<file path="src/rtl/tl_bus_arbiter.sv">
// Two-requester TL-UL arbiter: one shared A/D channel pair, one transaction in flight.
// Tie-break policy: round-robin when TL_ARB_ROUND_ROBIN_EN is defined, else port 1 wins.
module tl_bus_arbiter #(
  parameter int ADDR_W = 12,
  parameter int DATA_W = 32
) (
  input  logic              clk,
  input  logic              reset,
  input  logic              req_valid_i_0,
  input  logic [2:0]        req_opcode_i_0,
  input  logic [ADDR_W-1:0] req_address_i_0,
  input  logic [DATA_W-1:0] req_data_i_0,
  input  logic              req_valid_i_1,
  input  logic [2:0]        req_opcode_i_1,
  input  logic [ADDR_W-1:0] req_address_i_1,
  input  logic [DATA_W-1:0] req_data_i_1,
  output logic              req_ready_o_0,
  output logic              req_ready_o_1,
  output logic              resp_valid_o_0,
  output logic [DATA_W-1:0] resp_data_o_0,
  output logic              resp_err_o_0,
  output logic              resp_valid_o_1,
  output logic [DATA_W-1:0] resp_data_o_1,
  output logic              resp_err_o_1,
  output logic              a_valid_o,
  output logic [2:0]        a_opcode_o,
  output logic [ADDR_W-1:0] a_address_o,
  output logic [DATA_W-1:0] a_data_o,
  input  logic              a_ready_i,
  input  logic              d_valid_i,
  input  logic [2:0]        d_opcode_i,
  input  logic [DATA_W-1:0] d_data_i,
  output logic              d_ready_o,
  output logic [1:0]        dbg_state
);

  // Handshakes: a transfer happens on a rising edge where valid and ready are both
  // high; a source holds valid and its payload stable until that edge.
  typedef enum logic [1:0] {
    IDLE = 2'd0,
    SEND = 2'd1,
    WAIT = 2'd2
  } state_t;

  state_t              state_q, state_d;
  logic                owner_q;
  logic [2:0]          op_q;
  logic [ADDR_W-1:0]   addr_q;
  logic [DATA_W-1:0]   data_q;
  logic                any_req, resp_busy, grant_en, grant_1;
  logic                d_fire, d_err;

  assign any_req   = req_valid_i_0 | req_valid_i_1;
  // No grant in the response cycle, so a new request never overlaps a response.
  assign resp_busy = resp_valid_o_0 | resp_valid_o_1;
  assign grant_en  = (state_q == IDLE) & any_req & ~resp_busy & ~reset;
  assign d_fire    = (state_q == WAIT) & d_valid_i;
  assign d_err     = (d_opcode_i != 3'b000) & (d_opcode_i != 3'b001);

`ifdef TL_ARB_ROUND_ROBIN_EN
  logic prio_1_q;  // set when port 1 should win the next tie

  assign grant_1 = req_valid_i_1 & (~req_valid_i_0 | prio_1_q);

  always_ff @(posedge clk) begin
    if (reset) begin
      prio_1_q <= 1'b0;
    end else if (grant_en) begin
      prio_1_q <= ~grant_1;
    end
  end
`else
  assign grant_1 = req_valid_i_1;
`endif

  always_comb begin
    state_d       = state_q;
    req_ready_o_0 = 1'b0;
    req_ready_o_1 = 1'b0;
    a_valid_o     = 1'b0;
    d_ready_o     = 1'b0;
    case (state_q)
      IDLE: begin
        if (grant_en) begin
          req_ready_o_1 = grant_1;
          req_ready_o_0 = ~grant_1;
          state_d       = SEND;
        end
      end
      SEND: begin
        a_valid_o = 1'b1;
        if (a_ready_i) state_d = WAIT;
      end
      WAIT: begin
        d_ready_o = 1'b1;
        if (d_valid_i) state_d = IDLE;
      end
      default: state_d = IDLE;
    endcase
  end

  always_ff @(posedge clk) begin
    if (reset) begin
      state_q        <= IDLE;
      owner_q        <= 1'b0;
      op_q           <= '0;
      addr_q         <= '0;
      data_q         <= '0;
      resp_valid_o_0 <= 1'b0;
      resp_valid_o_1 <= 1'b0;
      resp_err_o_0   <= 1'b0;
      resp_err_o_1   <= 1'b0;
      resp_data_o_0  <= '0;
      resp_data_o_1  <= '0;
    end else begin
      state_q <= state_d;
      if (grant_en) begin
        owner_q <= grant_1;
        op_q    <= grant_1 ? req_opcode_i_1  : req_opcode_i_0;
        addr_q  <= grant_1 ? req_address_i_1 : req_address_i_0;
        data_q  <= grant_1 ? req_data_i_1    : req_data_i_0;
      end
      resp_valid_o_0 <= d_fire & ~owner_q;
      resp_valid_o_1 <= d_fire & owner_q;
      resp_err_o_0   <= d_fire & ~owner_q & d_err;
      resp_err_o_1   <= d_fire & owner_q & d_err;
      if (d_fire & ~owner_q) resp_data_o_0 <= d_data_i;
      if (d_fire & owner_q)  resp_data_o_1 <= d_data_i;
    end
  end

  assign a_opcode_o  = op_q;
  assign a_address_o = addr_q;
  assign a_data_o    = data_q;
  assign dbg_state   = state_q;

endmodule

</file>
<file path="config.mk">
export PLATFORM = sky130hd
export DESIGN_NAME = tl_bus_arbiter
export DESIGN_NICKNAME = d
export VERILOG_FILES = /design/src/rtl/tl_bus_arbiter.sv
export SDC_FILE = /design/constraint.sdc
export NUM_CORES = 1
export LEC_CHECK = 0
export BUFFER_PORTS_ARGS = -buffer_cell sky130_fd_sc_hd__buf_4
export CAP_MARGIN = 10
export CORE_ASPECT_RATIO = 1.4
export CORE_MARGIN = 2
export CORE_UTILIZATION = 45
export DETAILED_ROUTE_END_ITERATION = 8
export GPL_TIMING_DRIVEN = 0
export PLACE_DENSITY = 0.92
export SYNTH_ARGS = -nofsm -noshare
export SYNTH_HDL_FRONTEND = slang
export SYNTH_SLANG_ARGS = --single-unit
</file>
<file path="constraint.sdc">
create_clock -name clk -period 2.4 [get_ports clk]
set_clock_uncertainty 0.1 [all_clocks]
set_input_delay 0.24 -clock clk [delete_from_list [all_inputs] [get_ports clk]]
set_output_delay 0.24 -clock clk [all_outputs]
set_load 0.1 [all_outputs]
</file>
==> flow_summary.ini, run 1 <==
[worst_setup_path]
timing.critical_path.required_ps = 2060
worst_path_buf_inv = 2
crit_type = flip-flop to output port
critical_path.cell_chain = nor4_4, nand2_2, buf_2, nor2_4, buf_6
timing.critical_path.arrival_ps = 1940
crit_path_max_incr_delay_ps = 420
path_max_fanout = 10
timing.critical_path.max_delay_family = simple AND/OR/NAND/NOR gates
worst-path-stages = 5
reg2reg_depth = 5
startpoint_type_of_the_worst_setup_path = flip-flop
endpoint_kind = output port
worst_path_max_delay_cell = sky130_fd_sc_hd__dfxtp_1

[route]
routed_wire_length_per_instance_um = 18.25
firstDrtPassIters = 6
detail_route.drc_violations = 0
final_antenna_net_count = 0
vias = 5303
viasPerCell = 5.422
drt_iter0_markers = 214
routed_wirelength_mm = 17.85

[clock_tree]
tritoncts_num_sinks = 118
ctsRootBufferMaster = sky130_fd_sc_hd__clkbuf_16
clockBufferDepth = 2
clk-insertion-delay-late_ps = 400
cts_made_buffers = 17
tritoncts_clock_tree = done
clkTransAtPathRegs_ps = 50
htreeDepth = 4

[yosys]
syn_nets = 661
synth_cell_types = 28
ys_seq_elements = 118
synth.largest_area_cell = sky130_fd_sc_hd__dfxtp_1
synth_area_per_cell_um2 = 8.901
synth_most_common_cell = sky130_fd_sc_hd__nand2_1
synth_edf_count = 0
post_synth_inst_count = 526
largest_cells_by_area_after_synthesis = sky130_fd_sc_hd__dfxtp_1 50%, sky130_fd_sc_hd__nand2_1 10%, sky130_fd_sc_hd__mux2i_1 10%, sky130_fd_sc_hd__a21oi_1 7.7%, sky130_fd_sc_hd__o211ai_1 4.6%
mappedNetlistArea_um2 = 4682
synthArstFlopShare_pct = 0
synthDominantCellAreaShare_pct = 50.45
synth_top_cells_by_count = 129 x sky130_fd_sc_hd__nand2_1, 118 x sky130_fd_sc_hd__dfxtp_1, 72 x sky130_fd_sc_hd__a21oi_1, 47 x sky130_fd_sc_hd__mux2i_1, 38 x sky130_fd_sc_hd__clkbuf_1
ys_seq_area_share_pct = 50.45
dominantRegCellSynth = sky130_fd_sc_hd__dfxtp_1
yosys_warnings = 0

[cells_and_area]
drive_above_1_share_pct = 37.74
final_core_util_pct = 74.68
final_area_um2 = 7647
stdcell_count = 978
synthToLayoutAreaGrowth_pct = 63.34
antenna-diode-count = 0
layout.nets = 964

[sta]
post-route-min-period_ps = 2276
finalCritPeriodShare_pct = 94.85
timing_max_transition_violations_final = 0
setup_viol = 0
final_sum_of_negative_setup_slack_ps = 0
hold_violations = 0
max_transition_margin_pct = 48.19
worst_pin_slew_ps = 777.2
final.setup.worst_slack_ps = 123.6
fmaxAchievable_mhz = 439.3
grt_setup_unrepaired = false

[place]
gp_congestion = 0.8187
buffer_ports.inserted = 252
post-place-cells = 916
dp_slack_ps = -35.70
post-dp-hpwl_mm = 12.52
postPlaceCellArea_um2 = 6766

[floorplanning]
die_width_um = 90.21
num_io_pins = 256
design.core.area_um2 = 10240
die_footprint_um2 = 11250
number_of_rows_created_at_floorplan = 44
initial_cell_density_of_the_core_pct = 45.72
die_height_um = 124.7

[flow_run]
maxCapViolCount = 0

[global_routing]
grt_antenna_before_repair = 0
first_global_vias = 5491
grt_first_pass_wirelength_mm = 27.80
gr-usage-all-layers_pct = 31.07
global_route_congestion_overflow_total = 0
grt_start_max_net_pins = 17

[power]
power.density_nw_per_um2 = 807.4
worst_supply_voltage_drop_on_vdd_mv = 0.5761
cell_leakage_power_nw = 3.352

[min_path]
hold_path_class = input port to flip-flop
min_path_cells = 3

[run_status]
outcome = finished clean
==> metal layers <==
layer	track usage, %	up-vias	routed length [um]
li1	-	2441	-
met1	30.31	2462	6092
met2	54.98	331	9002
met3	12.89	69	1920
met4	17.19	0	837
met5	0	-	0
==> stage by stage <==
stage               hold WS (ps)  power (W)
floorplan                  276.0   0.003309
global placement           341.4   0.003757
detailed placement         346.9   0.003781
CTS                       0.7211   0.006174
global route               7.934   0.006361
finish                     11.12   0.006174
==> sequential cells by signal, summed over array words and instances (netlist names), 2 cells and up <==
register / flops
a_data_o: 32
resp_data_o_0: 32
resp_data_o_1: 32
a_address_o: 12
a_opcode_o: 3
dbg_state: 2
==> logic make-up after synthesis <==
logic type	after synthesis	share of synthesized area (%)
compound gates	163	21.30
simple gates	147	13.28
flops	118	50.45
buf+inv	51	4.917
mux	47	10.05
==> worst paths after layout <==
check	start	endpoint	slack [ps]
setup / recovery	dbg_state[0]	req_ready_o_0	120
hold / removal	d_data_i[28]	resp_data_o_0[28]	10
setup reg to reg	dbg_state[0]	resp_data_o_0[7]	340
hold reg to reg	resp_data_o_0[26]	resp_data_o_0[26]	350
==> where the power goes <==
group | switching, W | internal [W]
combinational | 0.00119 | 0.000467
sequential | 0.0000710 | 0.00207
clock | 0.000908 | 0.00147
==> layout by cell type, fill, tap and decap left out, drive strengths merged <==
| master | n |
|---|---|
| buf | 265 |
| nand2 | 129 |
| dfxtp | 118 |
| a21oi | 72 |
| clkbuf | 56 |
| mux2i | 47 |
| o21ai | 40 |
| o211ai | 39 |
| dlygate4sd3 | 31 |
| a211oi | 8 |
| nor2 | 8 |
| clkinvlp | 6 |
| inv | 4 |
| clkinv | 2 |
| nor2b | 2 |
| nor4 | 1 |
| and3 | 1 |
| o21ba | 1 |
| and4b | 1 |
| nand4b | 1 |
| or4 | 1 |
| nor3 | 1 |
| a21o | 1 |
| nor4bb | 1 |
| nand4bb | 1 |
| a22oi | 1 |
| a31o | 1 |
| bufinv | 1 |
==> final cells by class <==
type                    count  area, um^2
well taps                 138       172.7
multi-input cells         357        2111
fillers                   699        2592
clock inverters            11       102.6
clock buffers              19       452.9
flip-flops and latches    118        2364
repair buffers            284        2213
inverters                   2       7.507
plain buffers              49       224.0
==> worst min-delay path: cells and delay by family <==
| family | cells | cell delay (ps) |
|---|---|---|
| AO/OA/AOI/OAI | 1 | 60 |
| AND/OR/NAND/NOR | 1 | 50 |
| buffers and inverters | 1 | 110 |
==> repair_timing <==
| action | in CTS | in global routing |
|---|---|---|
| hold endpoints to repair | 45 | 0 |
| endpoints found under the setup margin | 1 | 1 |
| setup buffers | 1 | 0 |
| resized for setup | 2 | 2 |
| hold buffers | 31 | 0 |
| pin swaps | 1 | 0 |
No activity file was read; power rests on OpenSTA's default activity.
==> inputs of run 2 (changes only) <==
- CORE_UTILIZATION: 45 -> 48
- PLACE_DENSITY: 0.92 -> 0.95
- SLEW_MARGIN: unset -> 20
- clock period: 2.4 -> 2.7 ns (I/O delays scaled with it)
==> run 2 against run 1 <==
  * Clock power shrank 8.4%
  * Critical path type unchanged
  * Largest power group unchanged
  * Wire length shrank 3.5%
  * Combinational power shrank 14%
  * Sequential power shrank 11%
  * Critical endpoint unchanged
==> flow_summary.ini, run 2 (synthesis gave the netlist of run 1 again) <==
[place]
dp_slack_ps = 280.5
gp_congestion = 0.9272
postPlaceCellArea_um2 = 6719
buffer_ports.inserted = 252
post-dp-hpwl_mm = 12.93

[cells_and_area]
mostFrequentLayoutCell = sky130_fd_sc_hd__buf_4
most-common-layout-cells = 253 x sky130_fd_sc_hd__buf_4, 129 x sky130_fd_sc_hd__nand2_1, 118 x sky130_fd_sc_hd__dfxtp_1, 72 x sky130_fd_sc_hd__a21oi_1, 47 x sky130_fd_sc_hd__mux2i_1
synthToLayoutAreaGrowth_pct = 55.99
final_core_util_pct = 77.21
layout.nets = 934
final_area_um2 = 7303
drive_above_1_share_pct = 38.55
antenna-diode-count = 0

[sta]
worst_pin_slew_ps = 840.2
finalCritPeriodShare_pct = 91.54
grt_setup_unrepaired = false
timing_max_transition_violations_final = 0
hold_violations = 0
post-route-min-period_ps = 2472
setup_viol = 0
fmaxAchievable_mhz = 404.6
final_sum_of_negative_setup_slack_ps = 0
max_transition_margin_pct = 43.99
final.setup.worst_slack_ps = 228.3

[worst_setup_path]
timing.critical_path.required_ps = 2330
crit_path_max_incr_delay_ps = 410
reg2reg_depth = 5
endpoint = req_ready_o_0
timing.critical_path.arrival_ps = 2100
worst_path_max_delay_cell = sky130_fd_sc_hd__dfxtp_1
critPathLaunch = dbg_state[0]
regToRegEndpoint = resp_data_o_0[28]
crit_type = flip-flop to output port
startpoint_type_of_the_worst_setup_path = flip-flop
rrSetupSlack_ps = 760
path_max_fanout = 10
critical_path.cell_chain = nor4_4, nand2_1, clkbuf_1, nor2_2, buf_4
reg2reg_from = dbg_state[0]
endpoint_kind = output port

[clock_tree]
clkTransAtPathRegs_ps = 60
tritoncts_clock_tree = done
cts_made_buffers = 17
clk-insertion-delay-late_ps = 420
htreeDepth = 4
tritoncts_num_sinks = 118
clockBufferDepth = 2
cts-resized-gates = 0
ctsRootBufferMaster = sky130_fd_sc_hd__clkbuf_16

[route]
met2RoutedLength_mm = 8.913
viasPerCell = 5.526
top_layer_used = met4
final_antenna_net_count = 0
routedLengthMet1_mm = 5.834
firstDrtPassIters = 5
detail_route.drc_violations = 0
vias = 5095
drt_iter0_markers = 174
routed_wire_length_per_instance_um = 18.69
total_length_of_routed_met3_wires_mm = 1.840
routed_wirelength_mm = 17.23

[power]
design_power_total_w = 0.005509
power.density_nw_per_um2 = 754.4
cell_leakage_power_nw = 3.237
worst_supply_voltage_drop_on_vdd_mv = 0.6044

[floorplanning]
design.core.area_um2 = 9459
die_width_um = 87.47
die_height_um = 120.9
initial_cell_density_of_the_core_pct = 49.50
num_io_pins = 256
die_footprint_um2 = 10570
number_of_rows_created_at_floorplan = 42

[min_path]
hold_path_class = input port to flip-flop

[flow_run]
maxCapViolCount = 0

[global_routing]
grt_start_max_net_pins = 17
global_route_congestion_overflow_total = 0
gr-usage-all-layers_pct = 32.15
first_global_vias = 5136
grt_antenna_before_repair = 0
grt_first_pass_wirelength_mm = 25.80

[run_status]
outcome = finished clean
-- run 2: cell count changes in the layout (fill, tap and decap cells not counted), moves of 2 or more --
cell / change
sky130_fd_sc_hd__clkbuf_8: -2
sky130_fd_sc_hd__clkbuf_1: +3
sky130_fd_sc_hd__clkinv_4: +3
sky130_fd_sc_hd__dlygate4sd3_1: -30
sky130_fd_sc_hd__clkinvlp_4: -3
sky130_fd_sc_hd__clkinv_2: +3
sky130_fd_sc_hd__inv_6: -2
-- run 2: critical path: cells and delay by family, from the launching register on --
kind          cells  cell delay (ps)
simple gates      3              660
flops             1              410
buf+inv           2              610
-- run 2: routing by layer --
metal / global-route usage (%) / up-vias
met5: 0 / -
met4: 15.10 / 0
met3: 12.72 / 50
met2: 57.86 / 273
met1: 31.27 / 2391
li1: - / 2381
-- run 2: through the flow --
step                      cells  hold slack, ps
after floorplan             526           306.0
after global placement      888           343.0
after detailed placement    888           349.4
after CTS                   922          0.2125
after global routing        922           4.820
final                       922           6.694
-- run 2: area by class of cell --
class | instances | area (um^2)
multi-input cells | 357 | 2097
flip-flops and latches | 118 | 2362
well taps | 110 | 137.6
inverters | 2 | 7.507
clock buffers | 19 | 432.9
clock inverters | 13 | 133.9
plain buffers | 49 | 222.7
repair buffers | 254 | 1909
fillers | 648 | 2156
-- run 2: worst min-delay path by stage --
stage	from	slack (ps)	cells past startpoint	end
2_1_floorplan	d_data_i[0]	310	2	resp_data_o_0[0]
3_3_place_gp	resp_data_o_0[1]	340	2	resp_data_o_0[1]
3_5_place_dp	resp_data_o_0[3]	350	2	resp_data_o_0[3]
4_1_cts	d_data_i[13]	0.2	3	resp_data_o_0[13]
5_1_grt	d_data_i[15]	5	3	resp_data_o_0[15]
6_report	d_data_i[3]	7	3	resp_data_o_0[3]
-- run 2: report_power, final --
group | switching, W | internal (W) | total [W]
Clock | 0.000820 | 0.00135 | 0.00217
Sequential | 0.0000667 | 0.00184 | 0.00191
Combinational | 0.00105 | 0.000382 | 0.00143
-- run 2: repair_timing --
item / in CTS / in global routing
hold endpoints to repair: 1 / 0
hold buffers: 1 / 0
setup buffers: 1 / 0
setup endpoints to repair: 1 / 0
==> inputs of run 3 (changes only) <==
--- a/config.mk
+++ b/config.mk
@@ -9,5 +9,4 @@
 export CAP_MARGIN = 10
 export CORE_ASPECT_RATIO = 1.4
-export CORE_MARGIN = 2
 export CORE_UTILIZATION = 48
 export DETAILED_ROUTE_END_ITERATION = 8
--- a/constraint.sdc
+++ b/constraint.sdc
@@ -3,3 +3,3 @@
 set_input_delay 0.27 -clock clk [delete_from_list [all_inputs] [get_ports clk]]
 set_output_delay 0.27 -clock clk [all_outputs]
-set_load 0.1 [all_outputs]
+set_load 0.01 [all_outputs]
==> run 3 against run 2 <==
  * Flip-flop and latch count stayed put
  * Via count is 2.1% lower
  * Wire length is 9.1% lower
  * Sequential share of layout area is 0.12 points higher
  * Critical path depth stayed put
  * Final area is 0.36% lower
  * Critical path type unchanged
  * Largest cell class unchanged
  * Highest routed layer unchanged
==> flow_summary.ini, run 3 (synthesis gave the netlist of run 1 again) <==
[global_routing]
grt_antenna_before_repair = 0
gr-usage-all-layers_pct = 31.12
grt_first_pass_wirelength_mm = 24.65
grt_start_max_net_pins = 17
first_global_vias = 5116
global_route_congestion_overflow_total = 0

[min_path]
hold_path_class = input port to flip-flop

[floorplanning]
die_width_um = 85.47
initial_cell_density_of_the_core_pct = 49.50
die_footprint_um2 = 10160
die_height_um = 118.9
num_io_pins = 256
number_of_rows_created_at_floorplan = 42
design.core.area_um2 = 9459

[worst_setup_path]
endpoint_kind = output port
rrSetupSlack_ps = 790
crit_type = flip-flop to output port
timing.critical_path.arrival_ps = 1940
path_max_fanout = 10
timing.critical_path.required_ps = 2330
startpoint_type_of_the_worst_setup_path = flip-flop

[sta]
grt_setup_unrepaired = false
worst_pin_slew_ps = 762.6
timing_max_transition_violations_final = 0
finalCritPeriodShare_pct = 85.57
post-route-min-period_ps = 2310
final_sum_of_negative_setup_slack_ps = 0
hold_violations = 0
fmaxAchievable_mhz = 432.9
setup_viol = 0
max_transition_margin_pct = 49.16
final.setup.worst_slack_ps = 389.7

[place]
gp_congestion = 0.8476
post-dp-hpwl_mm = 12.06
dp_slack_ps = 492.1
buffer_ports.inserted = 252

[route]
routed_wirelength_mm = 15.67
routed_wire_length_per_instance_um = 17.02
drt_iter0_markers = 169
final_antenna_net_count = 0
detail_route.drc_violations = 0
vias = 4988
firstDrtPassIters = 4
viasPerCell = 5.416

[run_status]
outcome = finished clean

[cells_and_area]
antenna-diode-count = 0
layout.nets = 933
register_area_um2 = 2362
drive_above_1_share_pct = 38.47
mostFrequentLayoutCell = sky130_fd_sc_hd__buf_4
multi_input_comb_area_um2 = 2090
most-common-layout-cells = 253 x sky130_fd_sc_hd__buf_4, 129 x sky130_fd_sc_hd__nand2_1, 118 x sky130_fd_sc_hd__dfxtp_1, 72 x sky130_fd_sc_hd__a21oi_1, 47 x sky130_fd_sc_hd__mux2i_1
synthToLayoutAreaGrowth_pct = 55.42
fill_cells = 645

[clock_tree]
clockBufferDepth = 2
tritoncts_num_sinks = 118
cts-resized-gates = 0
htreeDepth = 4
cts_made_buffers = 17
clk-insertion-delay-late_ps = 400
clkTransAtPathRegs_ps = 60
ctsRootBufferMaster = sky130_fd_sc_hd__clkbuf_16
tritoncts_clock_tree = done

[power]
power.clock.fraction_pct = 44.2
internal-power_w = 0.003478
netSwitchingFraction_pct = 26.41
total_switching_power_w = 0.001248
cell_leakage_power_nw = 3.214
power.density_nw_per_um2 = 649.5
worst_supply_voltage_drop_on_vdd_mv = 0.5306
power.sequential.fraction_pct = 40.3
comb_power_share_pct = 15.5

[flow_run]
maxCapViolCount = 0
[run 3: cell types whose count changed in the layout (fill, tap and decap cells not counted), sizes merged]
cell	previous run	this run
dlygate4sd3	1	0
inv	2	4
clkbuf	57	55
bufinv	2	1
clkinvlp	3	7
clkinv	8	5
[run 3: final cells by class]
class	instances	share of cell area (%)
clock inverters	15	1.823
plain buffers	49	3.061
repair buffers	253	26.10
inverters	2	0.1032
clock buffers	17	5.846
multi-input cells	357	28.71
flip-flops and latches	118	32.46
well taps	110	1.891
[run 3: metal layers]
metal / share of wire (%) / global-route usage [%]
met1: 35 / 29.55
met2: 53 / 57.00
met3: 9.6 / 13.24
met4: 2.9 / 13.85
met5: 0 / 0
[run 3: through the flow]
stage	cells	hold WS (ps)	utilization [%]	instance area, um^2	power [W]
after floorplan	526	306.0	-	4682	0.002259
after global placement	888	343.9	70.95	6711	0.002634
after detailed placement	888	347.1	70.95	6711	0.002663
after CTS	920	3.858	76.85	7269	0.004741
after global routing	921	9.136	76.93	7277	0.004910
final	921	19.28	76.93	7277	0.004727
[run 3: power by group through the flow]
stage / Clock (W) / Combinational (W) / Sequential [W]
final: 0.00209 / 0.000732 / 0.00190
after global routing: 0.00221 / 0.000786 / 0.00191
after CTS: 0.00211 / 0.000728 / 0.00190
after detailed placement: 0 / 0.000724 / 0.00194
after global placement: 0 / 0.000701 / 0.00193
after floorplan: 0 / 0.000283 / 0.00198
[run 3: path summary, 6_finish.rpt]
check / from / to / cells past startpoint
setup / recovery: dbg_state[0] / req_ready_o_0 / 5
hold / removal: d_data_i[5] / resp_data_o_1[5] / 3
setup reg to reg: dbg_state[1] / a_address_o[8] / 7
hold reg to reg: resp_data_o_1[17] / resp_data_o_1[17] / 2
[run 3: worst max-delay path, stage by stage, from the launching register on]
cell and delay (ps):
sky130_fd_sc_hd__dfxtp_1 400, sky130_fd_sc_hd__nor4_4 330, sky130_fd_sc_hd__nand2_1 190, sky130_fd_sc_hd__clkbuf_1 280, sky130_fd_sc_hd__nor2_1 180, sky130_fd_sc_hd__buf_4 150
[run 3: what timing repair did]
item	in CTS	in global routing
setup endpoints to repair	0	1
hold buffers	0	0
buffers inserted	0	1
